File: src/rtl/offset_aabb.sv
// offset_aabb: translates an axis-aligned bounding box by a 3-component
// signed fixed-point offset, saturating each component, in one registered
// pipeline stage. Packing for every 3*WIDTH bus: x = [3W-1:2W],
// y = [2W-1:W], z = [W-1:0].
//
// Valid semantics: in_valid qualifies offset/aabb_min/aabb_max for the
// rising edge at which it is sampled; out_valid is high for exactly the cycle
// after such an edge. There is no ready/backpressure, so the block accepts
// one box every cycle. On edges with in_valid=0 the result registers hold.
module offset_aabb #(
  parameter int WIDTH = 32,
  parameter int FRAC  = 16
) (
  input  logic                 clk,
  input  logic                 reset,
  input  logic                 in_valid,
  input  logic [3*WIDTH-1:0]   offset,
  input  logic [3*WIDTH-1:0]   aabb_min,
  input  logic [3*WIDTH-1:0]   aabb_max,
  output logic                 out_valid,
  output logic [3*WIDTH-1:0]   out_min,
  output logic [3*WIDTH-1:0]   out_max,
  output logic [5:0]           out_overflow,
  output logic                 out_inverted
);

  // FRAC only documents the binary point; addition is independent of it.
  if (FRAC < 0 || FRAC > WIDTH) begin : g_bad_frac
    $error("offset_aabb: FRAC must lie in [0, WIDTH]");
  end

  // Signed add with saturation; returns {overflow, result}.
  // A WIDTH+1-bit sum overflows exactly when its top two bits differ;
  // the top bit then gives the direction of the overflow.
  function automatic logic [WIDTH:0] sat_add(input logic [WIDTH-1:0] a,
                                             input logic [WIDTH-1:0] b);
    logic [WIDTH:0]   s;
    logic [WIDTH-1:0] max_v;
    logic [WIDTH-1:0] min_v;
    s     = {a[WIDTH-1], a} + {b[WIDTH-1], b};
    max_v = {1'b0, {(WIDTH-1){1'b1}}};
    min_v = {1'b1, {(WIDTH-1){1'b0}}};
    if (s[WIDTH] != s[WIDTH-1]) begin
      return {1'b1, (s[WIDTH] ? min_v : max_v)};
    end
    return {1'b0, s[WIDTH-1:0]};
  endfunction

  logic [3*WIDTH-1:0] nxt_min;
  logic [3*WIDTH-1:0] nxt_max;
  logic [5:0]         nxt_ovf;
  logic               nxt_inv;

  // Per-axis saturating translate of both corners plus inversion detect.
  always_comb begin
    logic [WIDTH:0] r_min;
    logic [WIDTH:0] r_max;
    nxt_min = '0;
    nxt_max = '0;
    nxt_ovf = '0;
    nxt_inv = 1'b0;
    r_min   = '0;
    r_max   = '0;
    for (int d = 0; d < 3; d++) begin
      r_min = sat_add(aabb_min[(2-d)*WIDTH +: WIDTH], offset[(2-d)*WIDTH +: WIDTH]);
      r_max = sat_add(aabb_max[(2-d)*WIDTH +: WIDTH], offset[(2-d)*WIDTH +: WIDTH]);
      nxt_min[(2-d)*WIDTH +: WIDTH] = r_min[WIDTH-1:0];
      nxt_max[(2-d)*WIDTH +: WIDTH] = r_max[WIDTH-1:0];
      nxt_ovf[d]     = r_min[WIDTH];
      nxt_ovf[3 + d] = r_max[WIDTH];
      // Inversion is judged on the saturated values; min/max are never swapped.
      if ($signed(r_min[WIDTH-1:0]) > $signed(r_max[WIDTH-1:0])) begin
        nxt_inv = 1'b1;
      end
    end
  end

  // Result registers: load on valid input, hold otherwise; reset clears all.
  always_ff @(posedge clk) begin
    if (reset) begin
      out_valid    <= 1'b0;
      out_min      <= '0;
      out_max      <= '0;
      out_overflow <= '0;
      out_inverted <= 1'b0;
    end else begin
      out_valid <= in_valid;
      if (in_valid) begin
        out_min      <= nxt_min;
        out_max      <= nxt_max;
        out_overflow <= nxt_ovf;
        out_inverted <= nxt_inv;
      end
    end
  end

endmodule

File: config.mk
export PLATFORM = sky130hd
export DESIGN_NAME = offset_aabb
export DESIGN_NICKNAME = d
export VERILOG_FILES = /design/src/rtl/offset_aabb.sv
export SDC_FILE = /design/constraint.sdc
export NUM_CORES = 1
export LEC_CHECK = 0
export CORE_MARGIN = 2
export CORE_UTILIZATION = 56
export CTS_BUF_LIST = sky130_fd_sc_hd__clkbuf_16
export CTS_CLUSTER_DIAMETER = 150
export DETAILED_ROUTE_END_ITERATION = 8
export PLACE_DENSITY = 0.89
export SLEW_MARGIN = 20
export SYNTH_ARGS = -nofsm -noshare
export SYNTH_HDL_FRONTEND = slang
export SYNTH_SLANG_ARGS = --single-unit
File: constraint.sdc
create_clock -name clk -period 8.19 [get_ports clk]
set_input_delay 1.638 -clock clk [delete_from_list [all_inputs] [get_ports clk]]
set_output_delay 1.638 -clock clk [all_outputs]
set_load 0.02 [all_outputs]
* After elaboration in Yosys (flattened, before gate mapping)
Cells that the tools add are included.
** Storage, ports and cells
- Memories kept :: 0
- Memory bits (read-only) :: 0
- Logic and storage cells :: 47
- Latch bits :: 0
- Bits in registers :: 200
- Input port bits :: 291
- Output and inout bits :: 200
- Bits in writable memories :: 0
** Cells by class
- Reduce and logical (&&, ||, !) cells :: 0
- Shift-type cells :: 0
- $lt $le $gt $ge :: 3
- Eq/ne operators :: 6
- Mux-type cells :: 27
- $mul :: 0
- Div/mod/pow operators :: 0
- Bitwise logic cells :: 0
- Add/sub/neg operators :: 6
** Operators by type and width (number)
- $mux 33 :: 12
- $add 32x32->33 :: 6
- $mux 32 :: 6
- $gt 32x32->1 :: 3
- $mux 1 :: 9
- $ne 1x1->1 :: 6

* Logic depth before layout (Yosys ltp)
Gate-level depths: netlist of the first run.
- Depth after elaboration :: 8
- Mapped depth :: 25
- Depth with buffers taken out :: 24

* Least setup slack after synthesis of the first run
OpenSTA, ideal clock, no wires.
- Kind :: input -> register
- From :: in offset[0]
- To :: reg out_inverted
- Arrival time :: 5.859 ns
- Buffers on the path :: 2
- Required time :: 8.051 ns
- Slack :: 2.192 ns
- Cell stages on the path :: 25
- Library setup time :: 0.139 ns
- Path through :: ha_1 inv_1 fa_1 nand2b_1 a21oi_1 o22ai_2 o21ai_1 a21oi_2 nor4b_4 a41oi_4 a22o_1 buf_2 buf_2 nor2_1 ha_1 a21o_1 a21o_1 a21oi_1 o22a_1 o211ai_1 a221o_1 xnor2_1 a22oi_1 o21a_1 a211oi_1
** Between the ends
- Cells in the longest elaborated chain, start to end :: 6
- Elaborated cells between the ends (all ways) :: 14
- Classes of those cells :: add/sub: 2; order compare: 1; eq/ne: 2; mux: 9
** Ends and longest elaborated chain
- from (decl) :: line 17 : input logic [3*WIDTH-1:0] offset,
- $add 32x32->33 (*) :: line 40 : s = {a[WIDTH-1], a} + {b[WIDTH-1], b};
- $mux 32 / $ne 1x1->1 (equally long branches) :: line 44, 43
- $mux 33 / $mux 1 (equally long branches) :: line 43 : if (s[WIDTH] != s[WIDTH-1]) begin
- $mux 33 (*) :: line 46 : return {1'b0, s[WIDTH-1:0]};
- net nxt_min[9] :: line 49 : logic [3*WIDTH-1:0] nxt_min;
- $gt 32x32->1 (*) :: line 72 : if ($signed(r_min[WIDTH-1:0]) > $signed(r_max[WIDTH-1:0])) begin
- $mux 1 (*) :: line 72
- to (signal assigned) :: line 92 : out_inverted <= nxt_inv;
- to (decl) :: line 24 : output logic out_inverted
The timed path passes the listed nets; every way through them passes the cells marked *. The select of a mux whose other input is x is not followed.
A chain may end at the register's enable or synchronous reset.

* Worst setup path in the final report of the first run
Ends and elaborated chain as after synthesis.

==> metrics.txt, run 1 <==
Slew Limit Headroom=approximately a quarter; die width=about 200 microns; critical path required time=roughly 8.5 ns; commonest cells in the netlist=nor2_1 (365), ha_1 (288), a21oi_1 (282); Adder-Cell Fraction of Synth Area=between 10% and 20%; max-slew violation count=0; post-route clock period utilization=91.2%; vias in the first global route=22.3k; power per cell area=181 mW/mm^2; Max-cap violations=0; largest stage delay on the critical path=0.77 ns; CTS Buf Count=17; post-cts gate resize count=0; Syn Area/Cell=about 7.5 sq um; CP Capture Type=flip-flop; Post-DRT Antenna Nets=0; Post-synth EDFFs=0; fill count=approximately 3.0k; Die ar.=0.0384 sq mm; worst skew pair latency=approximately 0.44 ns; clock slew at reported path FFs=0.08 ns; largest fanout on the critical path=16; initial DRC count=2143; DRC Markers=0; post-route insts no fill=3625; first-pass GRT wire length=~120 mm; GP Congestion=1.06; crit path buf inv count=2; H-Tree Level Count=4; row cnt=70; CP Class=primary input to flip-flop; Async SR Flop Fraction=0%; mux contribution to synthesized area=0.363%; sequential element share of the synthesized area=19.4%; cell family with most CP delay=compound AO/OA/AOI/OAI gates; placed insts=3593; post-CTS setup buffers=0; First-pass DRT Iterations=6; total global routing track utilization=40.3%; Hold Violations, Final=0; largest family of logic cells by synthesized area=compound AO/OA/AOI/OAI gates; TritonCTS clock tree=built; highest clock rate=134 MHz; crit path launch type=primary input; XOR/XNOR share of the synthesized area=7.32%; hold slack=~0.45 ns; final wirelength=between 80 and 90 mm; initial antenna violation count=0; setup_tns=0 ns; outcome=finished, final reports clean; worst endpoint data arrival time=7.74 ns; PortBufs=490; largest net degree at the start of global routing=109; drt wl/cell=22.3 microns; synth top area cells=dfxtp_1 (19%), ha_1 (17%), a21oi_1 (6.8%); Util after Layout=72.1%; I/O pins=491; Synth top area share=19.4%; net count after synthesis=3325; Starting Density=56.7%; synthesized area=between 0.02 and 0.025 sq mm; peak supply drop=around 0.13 mV; Synth Area in Compound Gates=between 30% and 40%; RSZ-0062 raised after global routing=no; simple-gate area share of the yosys netlist=19.2%; hold_buf cts=0; fin crit period=7.47 ns; Slowest-stage cell, CP=o21ai_2; Total Nets Final=3729; area delta synth->final=27.2%; vias after detailed routing=between 20k and 25k; share of cells above drive strength 1=5.19%; Root Driver=clkbuf_16; Mapped Cells=2740; Slew @ Worst Pin=approximately 1.1 ns; Detail Placement HPWL=about 67 mm; Worst Hold Class=flip-flop to flip-flop; Synth cell types=roughly 110; CTS Buffer Depth=2; final setup violation count=0; Leakage Power=11.0 nW; Yosys top cell by area=dfxtp_1; core region area=about 0.036 sq mm; Synth Flop Type=dfxtp_1; YS warnings=0; ant diodes=0; total power=4.76 mW; Die Ht=196 microns; via/cell ratio=about 6.4; number of synthesized register bits=200; Overflow after GRT=0; clk_skew=0 ns; most numerous cell in the Yosys netlist=nor2_1; clk sink count=200
[power by group]
group / total (mW) / internal [mW] / switching, mW
clock: 0.812 / 0.396 / 0.416
combinational: 2.75 / 1.14 / 1.61
sequential: 1.20 / 1.09 / 0.102
total: 4.76 / 2.63 / 2.13
[layout by cell type (no fill, tap or decap), drive strengths merged, types with 20 or more instances in the layout]
master,synthesis,final
a21o,109,109
ha,288,288
nand2b,37,37
nand3,46,46
o21a,29,29
o211ai,29,29
clkdlybuf4s50,0,488
a211oi,100,100
xor2,68,68
nor2,366,366
inv,63,68
nand4,48,48
o21ai,248,248
dfxtp,200,200
xnor2,100,100
nand2,277,277
a21oi,320,320
a31oi,20,20
o21bai,29,29
buf,50,21
[per-stage QoR]
stage                     instance area, sq um  setup WS [ns]
after floorplan                          20700           2.19
after global placement                   25700          0.637
after detailed placement                 25700          0.418
after CTS                                26300          0.878
after global routing                     26300          0.562
final                                    26300          0.719
[registers in the layout, indices dropped and copies added (netlist names)]
register	count
out_max	96
out_overflow	6
out_inverted	1
out_valid	1
out_min	96
[worst paths after layout]
| kind | start | to | slack [ns] | cells past startpoint |
|---|---|---|---|---|
| worst min-delay path | out_min[16] | out_min[16] | 0.45 | 2 |
| worst max-delay path | offset[0] | out_inverted | 0.72 | 25 |
| worst max register to register | out_max[78] | out_max[78] | 7.31 | 2 |
| worst min register to register | out_min[16] | out_min[16] | 0.45 | 2 |
[area by class of cell]
| cell class | count | area, sq um | share of cell area, % |
|---|---|---|---|
| clock inverters | 15 | 121 | 0.462 |
| multi-input cells | 2352 | 15800 | 60.3 |
| flip-flops and latches | 200 | 4000 | 15.2 |
| clock buffers | 17 | 425 | 1.62 |
| repair buffers | 509 | 5070 | 19.3 |
| well taps | 468 | 586 | 2.23 |
| inverters | 64 | 243 | 0.923 |
[worst min-delay path, delay by kind of cell, from the launching register on]
kind / cells / cell delay (ns)
and+or+nand+nor: 1 / 0.05
DFF: 1 / 0.31
AOI/OAI and AO/OA: 1 / 0.05
[kinds of logic (layout without fill, tap and decap cells)]
| kind of cell | count (synthesis) | after routing |
|---|---|---|
| xor gates and xnor gates | 168 | 168 |
| and+or+nand+nor | 889 | 889 |
| DFF | 200 | 200 |
| buffers and inverters | 188 | 605 |
| adders and majority gates | 294 | 294 |
| AOI/OAI and AO/OA | 995 | 995 |
| muxes | 6 | 6 |
[per-layer routing]
metal | share of wire (%) | vias up | track usage, %
met5 | 0 | - | 0
met4 | 5.7 | 0 | 21.0
met3 | 9.4 | 236 | 7.58
met2 | 45 | 1340 | 66.1
met1 | 40 | 10900 | 50.4
li1 | - | 10800 | -
(Power assumes the default switching activity.)
==> inputs of run 2 (changes only) <==
--- a/config.mk
+++ b/config.mk
@@ -5,6 +5,7 @@
 export SDC_FILE = /design/constraint.sdc
 export NUM_CORES = 1
 export LEC_CHECK = 0
+export ABC_AREA = 0
 export CORE_MARGIN = 2
 export CORE_UTILIZATION = 56
 export CTS_BUF_LIST = sky130_fd_sc_hd__clkbuf_16
==> results of run 2 <==
Final layout, timing and power as in run 1 (identical DEF).
==> inputs of run 3 (changes only) <==
--- a/config.mk
+++ b/config.mk
@@ -5,13 +5,14 @@
 export SDC_FILE = /design/constraint.sdc
 export NUM_CORES = 1
 export LEC_CHECK = 0
-export ABC_AREA = 0
+export ABC_AREA = 1
 export CORE_MARGIN = 2
-export CORE_UTILIZATION = 56
+export CORE_UTILIZATION = 54
 export CTS_BUF_LIST = sky130_fd_sc_hd__clkbuf_16
 export CTS_CLUSTER_DIAMETER = 150
 export DETAILED_ROUTE_END_ITERATION = 8
-export PLACE_DENSITY = 0.89
+export PLACE_DENSITY = 0.83
+export REMOVE_ABC_BUFFERS = 1
 export SLEW_MARGIN = 20
 export SYNTH_ARGS = -nofsm -noshare
 export SYNTH_HDL_FRONTEND = slang
==> constraint.sdc (replaced) <==
create_clock -name clk -period 8 [get_ports clk]
set_input_delay 1.6 -clock clk [delete_from_list [all_inputs] [get_ports clk]]
set_output_delay 1.6 -clock clk [all_outputs]
set_load 0.02 [all_outputs]
==> run 3 against run 2 <==
Clock skew is the same. Flip-flop and latch count is the same. Routed wire length grew 20%. Design area grew 16%. Critical path depth grew 2. Critical endpoint unchanged. Sequential power is essentially flat. Utilization shrank 4.8 points. Hold slack gained 0.032 ns. Non-clock buffer count shrank 12. Global-route usage shrank 0.77 points. Clock power grew 18%. Worst setup slack gained 1.2 ns.
==> metrics.txt, run 3 <==
crit path launch type=primary input; Slowest-stage cell, CP=nand2_2; largest net degree at the start of global routing=229 (+110%); TritonCTS clock tree=built; row cnt=78 (+11%); area delta synth->final=23.3%; RSZ-0062 raised after global routing=no; Starting Density=54.7% (-2.0 points); sequential element share of the synthesized area=16.2% (-3.2 points); Max-cap violations=0 (unchanged); via/cell ratio=5.49 (-15%); worst endpoint data arrival time=6.47 ns (-1.27 ns); Cell Int Power=2.67 mW (+1.5%); final wirelength=96.8 mm (+20%); synth top area cells=nand2_1 (22%), dfxtp_1 (16%), ha_1 (15%); GP Congestion=1.01 (-5.2%); CTS Buf Count=17 (unchanged); post-route insts no fill=5352 (+48%); YS warnings=0 (unchanged); post-route clock period utilization=around 76%; Sw Share=48.8% (+4.0 points); clk sink count=200 (unchanged); CP Capture Type=flip-flop; Synth top area share=22.2% (+2.9 points); Synth Flop Type=dfxtp_1; commonest cells in the netlist=nand2_1 (1466), inv_1 (639), nor2_1 (457); vias after detailed routing=29.4k (+26%); largest registers=out_max (96), out_min (96), out_overflow (6); largest fanout on the critical path=56 (+40); Post-synth EDFFs=0 (unchanged); Async SR Flop Fraction=0% (unchanged); total global routing track utilization=39.5% (-0.77 points); First-pass DRT Iterations=7 (+1); commonest non-fill, non-tap cell in the layout=nand2_1; core region area=0.0453 sq mm (+24%); highest clock rate=~170 MHz; Synth cell types=41 (-63%); Die Ht=218 microns (+11%); Die ar.=0.0476 sq mm (+24%); clock slew at reported path FFs=0.09 ns (about the same); Net Sw Power=2.54 mW (+19%); Top cell by count, worst path=nand2_1; outcome=finished, final reports clean; fin crit period=6.06 ns; largest stage delay on the critical path=0.75 ns (-0.02 ns); Slew @ Worst Pin=0.998 ns (-0.109 ns); hold_buf cts=0 (unchanged); post-CTS setup buffers=0 (unchanged); CP Class=primary input to flip-flop; Slew Limit Headroom=33.2% (+7.0 points); Mapped Cells=4328 (+58%); critical path required time=8.41 ns (-0.04 ns); most numerous cell in the Yosys netlist=nand2_1; Comb power frac=58.9% (+1.1 points); drt wl/cell=18.1 microns (-19%); die width=218 microns (+11%); Hold Violations, Final=0 (unchanged); Yosys top cell by area=nand2_1; Worst Hold Class=flip-flop to flip-flop; Syn Area/Cell=5.72 sq um (-24%); peak supply drop=0.148 mV (+16%); clock share of power=18.3% (+1.2 points); first-pass GRT wire length=146 mm (+19%); Detail Placement HPWL=79.9 mm (+20%); initial antenna violation count=0 (unchanged); share of cells above drive strength 1=3.03% (-2.2 points); synthesized area=0.0248 sq mm (+20%); ant diodes=0 (unchanged); Total Nets Final=5324 (+43%); number of synthesized register bits=200 (unchanged); clk_skew=0 ns (unchanged); DRC Markers=0 (unchanged); H-Tree Level Count=4 (unchanged); fill count=4322 (+46%); Overflow after GRT=0 (unchanged); max-slew violation count=0 (unchanged); I/O pins=491 (unchanged); worst skew pair latency=0.51 ns (+0.07 ns); Flop pwr share=22.7% (-2.4 points); setup_tns=0 ns (unchanged); Root Driver=clkbuf_16; Post-DRT Antenna Nets=0 (unchanged); placed insts=5320 (+48%); CTS Buffer Depth=2 (unchanged); vias in the first global route=26.6k (+20%); Util after Layout=67.4% (-4.8 points); Leakage Power=16.6 nW (+51%); post-cts gate resize count=0 (unchanged); final setup violation count=0 (unchanged); commonest non-fill, non-tap cells in the layout=nand2_1 (1465), inv_1 (638), clkdlybuf4s50_1 (488), nor2_1 (456), a21oi_1 (400); PortBufs=490 (unchanged); initial DRC count=3070 (+43%); power per cell area=171 mW/mm^2 (-5.7%)
==> run 3: cell count changes after synthesis, moves of 25 or more <==
cell      before   now
a211oi_1      98     0
a21o_1       109     8
a21oi_1      282   400
inv_1         62   639
nand2_1      276  1466
nand2_2        1    44
nand2b_1      36     0
nand3_1       45   179
nor2_1       365   457
o21a_1        29     4
o21ai_1       70     0
xnor2_1       98    60
==> run 3: layout make-up <==
type | instances | area, sq um | share of cell area (%)
multi-input combinational | 3378 | 17800 | 58.2
timing repair buffer | 497 | 4970 | 16.3
sequential | 200 | 4000 | 13.1
inverter | 645 | 2420 | 7.94
tap | 600 | 751 | 2.46
clock buffer | 17 | 425 | 1.39
clock inverter | 15 | 176 | 0.578
==> run 3: power by group through the flow <==
stage	Combinational [mW]	Clock (mW)	Sequential, mW
after global placement	2.94	0	1.20
after CTS	3.00	0.952	1.18
final	3.07	0.955	1.18
after floorplan	1.76	0	1.33
after global routing	3.37	0.983	1.19
after detailed placement	2.98	0	1.20
==> run 3: worst max-delay path, delay by kind of cell <==
family,cells,cell delay [ns]
fa+ha+maj,2,0.83
buf+inv,3,0.73
compound gates,1,0.29
simple gates,21,2.99
==> run 3: routing by layer <==
metal / GRT usage, % / vias up / share of wire [%]
met1: 52.4 / 13300 / 42
met2: 63.9 / 1417 / 45
met3: 6.86 / 185 / 9.6
met4: 15.2 / 0 / 3.7
met5: 0 / - / 0
li1: - / 14500 / -
==> run 3: through the flow <==
stage / area [sq um] / setup slack [ns] / hold WS, ns / power (mW)
finish: 30500 / 1.94 / 0.485 / 5.21
CTS: 30500 / 2.04 / 0.491 / 5.14
global route: 30500 / 1.52 / 0.512 / 5.55
detailed placement: 29900 / 1.51 / 0.467 / 4.18
floorplan: 24200 / 2.62 / 0.597 / 3.09
global placement: 29900 / 1.65 / 0.461 / 4.15
==> run 3: final timing paths <==
check         startpoint           end  slack (ns)  cells after the start
max           offset[65]  out_inverted        1.94                     27
min          out_max[31]   out_max[31]        0.49                      2
max reg2reg  out_min[33]   out_min[33]        7.22                      3
min reg2reg  out_max[31]   out_max[31]        0.49                      2
==> run 3: cells by family (layout without fill, tap and decap cells) <==
logic type / Yosys count / after routing / share of synthesized area (%)
AND/OR/NAND/NOR: 2278 / 2278 / 37.5
flip-flops: 200 / 200 / 16.2
XOR/XNOR: 113 / 113 / 4.00
buffers and inverters: 750 / 1174 / 12.1
adder cells (fa/ha/maj): 294 / 294 / 15.0
AO/OA/AOI/OAI: 693 / 693 / 15.2
